==> src/rtl/loader_pkg.sv <==
// Shared loader/CPU definitions: loader FSM states, word geometry, stream byte order, ISA opcodes.
// The CKSUM state exists only when IMEM_LOADER_CKSUM_EN is defined.
package loader_pkg;

  localparam int DATA_W = 16;
  localparam int BYTE_W = 8;

  // Big-endian stream: the first byte of each pair is the high byte.
  localparam int HI_LSB = 8;
  localparam int LO_LSB = 0;

  localparam logic [3:0] OP_NOP = 4'h0;
  localparam logic [3:0] OP_LDI = 4'h1;
  localparam logic [3:0] OP_ADD = 4'h2;
  localparam logic [3:0] OP_SUB = 4'h3;
  localparam logic [3:0] OP_AND = 4'h4;
  localparam logic [3:0] OP_OR  = 4'h5;
  localparam logic [3:0] OP_XOR = 4'h6;
  localparam logic [3:0] OP_LD  = 4'h7;
  localparam logic [3:0] OP_ST  = 4'h8;
  localparam logic [3:0] OP_BEQ = 4'h9;
  localparam logic [3:0] OP_JMP = 4'hA;

  typedef enum logic [2:0] {
    IDLE,
    LEN_HI,
    LEN_LO,
    DATA_HI,
    DATA_LO,
`ifdef IMEM_LOADER_CKSUM_EN
    CKSUM,
`endif
    DONE,
    ERR
  } state_t;

endpackage

==> src/rtl/loader_cksum.sv <==
// Running XOR of accepted stream bytes; cleared at session start.
module loader_cksum
  import loader_pkg::*;
(
  input  logic              i_clk,
  input  logic              i_rst_n,
  input  logic              i_clr,
  input  logic              i_en,
  input  logic [BYTE_W-1:0] i_din,
  output logic [BYTE_W-1:0] o_acc
);

  logic [BYTE_W-1:0] r_acc;

  always_ff @(posedge i_clk or negedge i_rst_n) begin
    if (!i_rst_n)  r_acc <= '0;
    else if (i_clr) r_acc <= '0;
    else if (i_en)  r_acc <= r_acc ^ i_din;
  end

  assign o_acc = r_acc;

endmodule

==> src/rtl/imem_loader.sv <==
// Instruction-memory program loader: byte stream -> 16-bit imem writes, holds the CPU in reset while loading.
// Define IMEM_LOADER_CKSUM_EN to require a trailing XOR checksum byte after the image.
module imem_loader
  import loader_pkg::*;
#(
  parameter int ADDR_W = 5
) (
  input  logic              clk,
  input  logic              rst_n,
  input  logic              start,
  input  logic [BYTE_W-1:0] in_data,
  input  logic              in_valid,
  output logic              in_ready,
  output logic              imem_we,
  output logic [ADDR_W-1:0] imem_waddr,
  output logic [DATA_W-1:0] imem_wdata,
  output logic              cpu_rst,
  output logic              busy,
  output logic              done,
  output logic              error,
  output logic [ADDR_W:0]   words_loaded
);

  localparam logic [15:0] MAX_N = 16'(2 ** ADDR_W);

  state_t            r_state;
  state_t            w_next;
  logic [BYTE_W-1:0] r_len_hi;
  logic [BYTE_W-1:0] r_hi;
  logic [ADDR_W:0]   r_len;
  logic [ADDR_W:0]   r_words;
  logic              r_we;
  logic [ADDR_W-1:0] r_waddr;
  logic [DATA_W-1:0] r_wdata;

  logic              w_ready;
  logic              w_xfer;
  logic              w_start_ok;
  logic [15:0]       w_len;
  logic [ADDR_W:0]   w_words_inc;
  logic              w_last;

  assign w_ready = (r_state == LEN_HI) || (r_state == LEN_LO) ||
                   (r_state == DATA_HI) || (r_state == DATA_LO)
`ifdef IMEM_LOADER_CKSUM_EN
                   || (r_state == CKSUM)
`endif
                   ;
  assign w_xfer      = in_valid && w_ready;
  assign w_start_ok  = start && ((r_state == IDLE) || (r_state == DONE) || (r_state == ERR));
  assign w_len       = {r_len_hi, in_data};
  assign w_words_inc = r_words + 1'b1;
  assign w_last      = (w_words_inc == r_len);

`ifdef IMEM_LOADER_CKSUM_EN
  logic [BYTE_W-1:0] w_cksum;
  logic              w_ck_en;

  assign w_ck_en = w_xfer && (r_state != CKSUM);

  loader_cksum u_cksum (
    .i_clk   (clk),
    .i_rst_n (rst_n),
    .i_clr   (w_start_ok),
    .i_en    (w_ck_en),
    .i_din   (in_data),
    .o_acc   (w_cksum)
  );
`endif

  always_ff @(posedge clk or negedge rst_n) begin
    if (!rst_n) r_state <= IDLE;
    else        r_state <= w_next;
  end

  always_comb begin
    w_next = r_state;
    case (r_state)
      IDLE, DONE, ERR: if (start) w_next = LEN_HI;
      LEN_HI:          if (w_xfer) w_next = LEN_LO;
      LEN_LO: begin
        if (w_xfer) begin
          if (w_len == 16'd0)     w_next = DONE;
          else if (w_len > MAX_N) w_next = ERR;
          else                    w_next = DATA_HI;
        end
      end
      DATA_HI:         if (w_xfer) w_next = DATA_LO;
      DATA_LO: begin
        if (w_xfer) begin
`ifdef IMEM_LOADER_CKSUM_EN
          w_next = w_last ? CKSUM : DATA_HI;
`else
          w_next = w_last ? DONE : DATA_HI;
`endif
        end
      end
`ifdef IMEM_LOADER_CKSUM_EN
      CKSUM:           if (w_xfer) w_next = (in_data == w_cksum) ? DONE : ERR;
`endif
      default:         w_next = IDLE;
    endcase
  end

  // The word count doubles as the write-address counter; the length bound keeps it from wrapping.
  always_ff @(posedge clk or negedge rst_n) begin
    if (!rst_n) begin
      r_len_hi <= '0;
      r_hi     <= '0;
      r_len    <= '0;
      r_words  <= '0;
      r_we     <= 1'b0;
      r_waddr  <= '0;
      r_wdata  <= '0;
    end else begin
      r_we <= 1'b0;
      if (w_start_ok) r_words <= '0;
      if (w_xfer) begin
        case (r_state)
          LEN_HI:  r_len_hi <= in_data;
          LEN_LO:  r_len    <= w_len[ADDR_W:0];
          DATA_HI: r_hi     <= in_data;
          DATA_LO: begin
            r_we    <= 1'b1;
            r_waddr <= r_words[ADDR_W-1:0];
            r_wdata <= {r_hi, in_data};
            r_words <= w_words_inc;
          end
          default: ;
        endcase
      end
    end
  end

  // Entering DONE on the last-word edge drops cpu_rst in the same cycle as the final imem_we.
  assign in_ready     = w_ready;
  assign busy         = w_ready;
  assign done         = (r_state == DONE);
  assign error        = (r_state == ERR);
  assign cpu_rst      = (r_state != DONE);
  assign imem_we      = r_we;
  assign imem_waddr   = r_waddr;
  assign imem_wdata   = r_wdata;
  assign words_loaded = r_words;

endmodule
==> config.mk <==
export PLATFORM = sky130hd
export DESIGN_NAME = imem_loader
export DESIGN_NICKNAME = d
export VERILOG_FILES = /design/src/rtl/loader_pkg.sv /design/src/rtl/loader_cksum.sv /design/src/rtl/imem_loader.sv
export SDC_FILE = /design/constraint.sdc
export NUM_CORES = 1
export LEC_CHECK = 0
export CAP_MARGIN = 20
export CELL_PAD_IN_SITES_DETAIL_PLACEMENT = 2
export CELL_PAD_IN_SITES_GLOBAL_PLACEMENT = 2
export CORE_MARGIN = 10
export CORE_UTILIZATION = 32
export DETAILED_ROUTE_END_ITERATION = 10
export GPL_TIMING_DRIVEN = 0
export PLACE_DENSITY = 0.82
export SLEW_MARGIN = 20
export SYNTH_ARGS = -nofsm -noshare
export SYNTH_HDL_FRONTEND = slang
export SYNTH_SLANG_ARGS = --single-unit
==> constraint.sdc <==
create_clock -name clk -period 1.9 [get_ports clk]
set_input_delay 0.285 -clock clk [delete_from_list [all_inputs] [get_ports clk]]
set_output_delay 0.285 -clock clk [all_outputs]
set_load 0.005 [all_outputs]
After elaboration in Yosys (flattened, before gate mapping)
Cells that the tools add are included.

Multiplexer cells: 14. Reductions and logical operators: 15. $lt $le $gt $ge: 1. Add/sub/neg operators: 1. Eq/ne operators: 13.

Operators with widths (number): 2-to-1 mux 3 bit (8); 2-to-1 mux 6 bit (3); > comparator 16 x 6 -> 1 bit (second input constant) (1); zero test 16 bit (1); case mux 3 bit (5 select lines) (1); inequality test 2 bit (second input constant) (5); equality test 3 bit (second input constant) (3); AND reduction 2 bit (4); adder 6 x 1 -> 6 bit (second input constant) (1); equality test 3 x 2 -> 1 bit (second input constant) (2); equality test 6 bit (1); logical OR 1 bit (5); AND reduction 5 bit (1); equality test 3 x 1 -> 1 bit (second input constant) (1); zero test 3 bit (1); inequality test 3 bit (second input constant) (1); OR reduction 3 bit (1); logical AND 1 bit (2); 2-to-1 mux 1 bit (2).

Register bits: 53. Input port bits: 12. Word-level logic and storage cells: 52.

Longest topological paths before layout
Depth after elaboration: 7. Depth in mapped cells: 7.

Worst setup path before layout
Ideal clock, no wire load.

Path kind: flip-flop to flip-flop. Start point: reg r_words[0], in the netlist words_loaded[0]. End point: reg r_state[2]. Period minus slack after synthesis: 1.681 ns. Path slack: 0.219 ns. Arrival time: 1.615 ns. Buffers on the path: 0. Stages on the path, launching flop included: 7. Cell sequence: dfrtp_1 > ha_1 > xnor2_1 > xnor2_1 > o22a_1 > nor4_1 > a31o_1.

Longest elaborated chain between the ends: 5.

Ends and longest elaborated chain: from (decl) (RTL line imem_loader.sv:31) `logic [ADDR_W:0] r_words;`; from (signal assigned) (RTL line imem_loader.sv:127) `r_words <= w_words_inc;`; adder 6 x 1 -> 6 bit (RTL line imem_loader.sv:52) `assign w_words_inc = r_words + 1'b1;`; equality test 6 bit (RTL line imem_loader.sv:53) `assign w_last = (w_words_inc == r_len);`; 2-to-1 mux 3 bit (RTL line imem_loader.sv:94) `w_next = w_last ? DONE : DATA_HI;`; 2-to-1 mux 3 bit (RTL line imem_loader.sv:90) `if (w_xfer) begin`; case mux 3 bit (5 select lines) (RTL line imem_loader.sv:78) `case (r_state)`; to (signal assigned) (RTL line imem_loader.sv:73) `else r_state <= w_next;`; to (decl) (RTL line imem_loader.sv:26) `state_t r_state;`.

No other way between the ends. The select of a mux whose other input is x is not followed. A chain may end at the register's enable or synchronous reset.

Final worst setup path
Start point: reg r_state[2]. End point: out done.

Longest elaborated chain between the ends: 1.

Ends and longest elaborated chain: equality test 3 bit (RTL line imem_loader.sv:138) `assign done = (r_state == DONE);`; to (decl) (RTL line imem_loader.sv:19) `output logic done,`.

No other way between the ends.

==> impl_metrics.tcl <==
set metrics [dict create \
    drive_gt1_frac 0.212 \
    cp_max_fo 10 \
    finalInstanceArea_um2 3140 \
    maxSlewViolCount 0 \
    max_freq_ghz 0.540 \
    tns_ns 0 \
    syn_area_um2 2360 \
    grt_pass1_wl_mm 10.9 \
    core_um2 7210 \
    synth-main-ff-cell "dfrtp_1" \
    synth-edff-count 0 \
    wirelength_mm 6.55 \
    slew_headroom 0.549 \
    startpoint "r_state[2]" \
    syn2layout_area_growth_pct 33.0 \
    avgSynthCellArea_um2 10.5 \
    chipWidth_um 106 \
    power_density_nw_per_um2 1460 \
    antenna_found_initial 0 \
    hold_violations 0 \
    rows 31 \
    dr.pass1.iters 3 \
    status "finished, final reports clean" \
    track_usage 0.118 \
    detailed_place.area_um2 2930 \
    vias 1828 \
    ir_drop_uv 529 \
    dp_slack_ns -0.294 \
    r2r_setup_slack_ns 0.12 \
    worst_slack_ns 0.0474 \
    cts_sinks 53 \
    nNetsFinal 295 \
    io_pins 45 \
    path_class "reg2out" \
    finalSetupViolCount 0 \
    yosysSeqAreaShare 0.561 \
    die-area_um2 11200 \
    hold_path_class "in2async" \
    drv_cap 0 \
    worstPathRequired_ns 1.62 \
    postSynthCellCount 226 \
    synthTopCellsByArea "dfrtp_1, nand2_1, mux2_2" \
    place_congestion 0.747 \
    fin_util 0.436 \
    fin_skew_ns 0.00645 \
    ys_seq_elements 53 \
    fin_crit_ns 1.85 \
    clkTransAtPathRegs_ns 0.10 \
    grt_pass1_vias 2075 \
    cts_tree "built" \
    synth.top_cell.area_share 0.561 \
    synth_warnings 0 \
    vias_per_cell 4.79 \
    htreeDepth 2 \
    wl_per_cell_um 17.1 \
    numCtsBuffers 5 \
    ant_nets 0 \
    syn-num-nets 239 \
    worst_pin_slew_ns 0.676 \
    fp.dieH_um 106 \
    antennaDiodeCount 0 \
    rsz0062_at_grt "true" \
    r2r-start "words_loaded[1]" \
    async_reset_ff_frac 1.00 \
    yosys.area.top_type "dfrtp_1" \
    io_buffer_count 44 \
    clk_latency_ns 0.30 \
    grt_max_degree 54 \
    overflow 0 \
    end_kind "primary output" \
    drc 0 \
    p_leak_nw 1.40 \
    cts.path.max_buffers 2 \
    dp_hpwl_mm 4.74 \
    worstSetupStartpointType "flip-flop" \
    hold_buffers 0 \
    cts.root.buffer_cell "clkbuf_8" \
    min_period_over_period 0.975 \
    synth_cell_types 38 \
    cp.arrival_ns 1.57 \
    initial_utilization 0.328 \
    drt_iter0_markers 43 \
]
-- cell type report --
type	count	area, um2
clock inverter	2	37.5
fill	789	4070
timing repair buffer	50	478
multi-input combinational	162	1030
tap	99	124
buffer	7	47.5
clock buffer	6	82.6
inverter	3	13.8
sequential	53	1330
-- Yosys cell counts, types with 2 or more instances --
master / number
o21ai_1: 3
mux2_2: 22
nor4_1: 3
and2_1: 2
a21oi_1: 2
o21ai_0: 8
o31ai_1: 2
nor2_2: 2
inv_1: 2
xnor2_1: 8
nand2_1: 68
nor2_1: 11
nand2b_1: 2
xor2_1: 3
dfrtp_1: 53
or2b_2: 2
clkbuf_1: 2
nand3_2: 2
buf_2: 5
nor2b_1: 2
nand3_1: 5
-- routing by layer --
layer | track usage | vias to the layer above | wire length, um | part of all wire
met1 | 0.142 | 921 | 2950 | 0.45
met2 | 0.201 | 33 | 3220 | 0.49
li1 | - | 870 | - | -
met4 | 0.0232 | 0 | 31 | 0.0047
met5 | 0 | - | 0 | 0
met3 | 0.0380 | 4 | 350 | 0.053
-- flip-flops by register name, indices dropped and copies added, names as in the netlist --
signal        cells
imem_wdata       16
r_len_hi          8
imem_waddr        5
r_hi              8
imem_we           1
r_len             6
words_loaded      6
r_state           3
-- where the power goes --
part           switching (mW)  internal [mW]  leakage, nW
combinational           0.789           1.07        0.677
clock                   0.382          0.429       0.0574
sequential              0.313           1.59        0.665
total                    1.48           3.09         1.40
-- what timing repair did --
action	CTS	global route
cloned	0	0
endpoints found under the hold margin	0	0
pin swaps	1	0
setup buffers	1	5
gates resized for setup	17	5
setup endpoints to repair	10	9
-- critical path, stage by stage, from the launching register on --
cell             delay [ns]
dfrtp_1                0.41
buf_6                  0.17
nand3b_1               0.11
inv_1                  0.07
clkdlybuf4s50_1        0.49
-- stage by stage --
step | hold slack [ns] | power (mW) | std cells
4_1_cts | 0.0334 | 4.58 | 377
3_3_place_gp | 0.444 | 3.55 | 369
2_1_floorplan | -0.0106 | 2.80 | 226
3_5_place_dp | 0.372 | 3.67 | 369
6_report | 0.00605 | 4.58 | 382
5_1_grt | 0.0427 | 4.92 | 382
-- logic make-up after synthesis --
| family | Yosys count | share of synthesized area |
|---|---|---|
| DFF | 53 | 0.561 |
| and+or+nand+nor | 104 | 0.198 |
| AOI/OAI and AO/OA | 24 | 0.0683 |
| muxes | 22 | 0.105 |
| buffers and inverters | 11 | 0.0217 |
| adders and majority gates | 1 | 0.00529 |
| xor gates and xnor gates | 11 | 0.0408 |
-- layout by cell type, fill, tap and decap left out, types with 2 or more instances in the layout --
master and n:
and2_1 2, buf_2 2, buf_4 9, buf_6 2
clkbuf_1 2, clkbuf_8 6, clkdlybuf4s50_1 37, dfrtp_1 50
dfrtp_2 3, dlygate4sd2_1 4, inv_1 2, mux2_2 22
nand2_1 68, nand2b_1 2, nand3_1 5, nor2_1 10
nor2_2 2, nor2b_1 2, nor4_1 2, o21ai_0 8
o21ai_1 3, o31ai_1 2, xnor2_1 7, xor2_1 3
-- worst paths after layout --
kind | endpoint | cells after the start
worst min register to register | imem_wdata[9] | 2
worst min-delay path | imem_we | 1
worst max register to register | r_state[2] | 6
max in group asynchronous | r_state[1] | 1
worst max-delay path | done | 4
min in group clk | imem_wdata[0] | 3
Power figures use the tool's default switching activity.
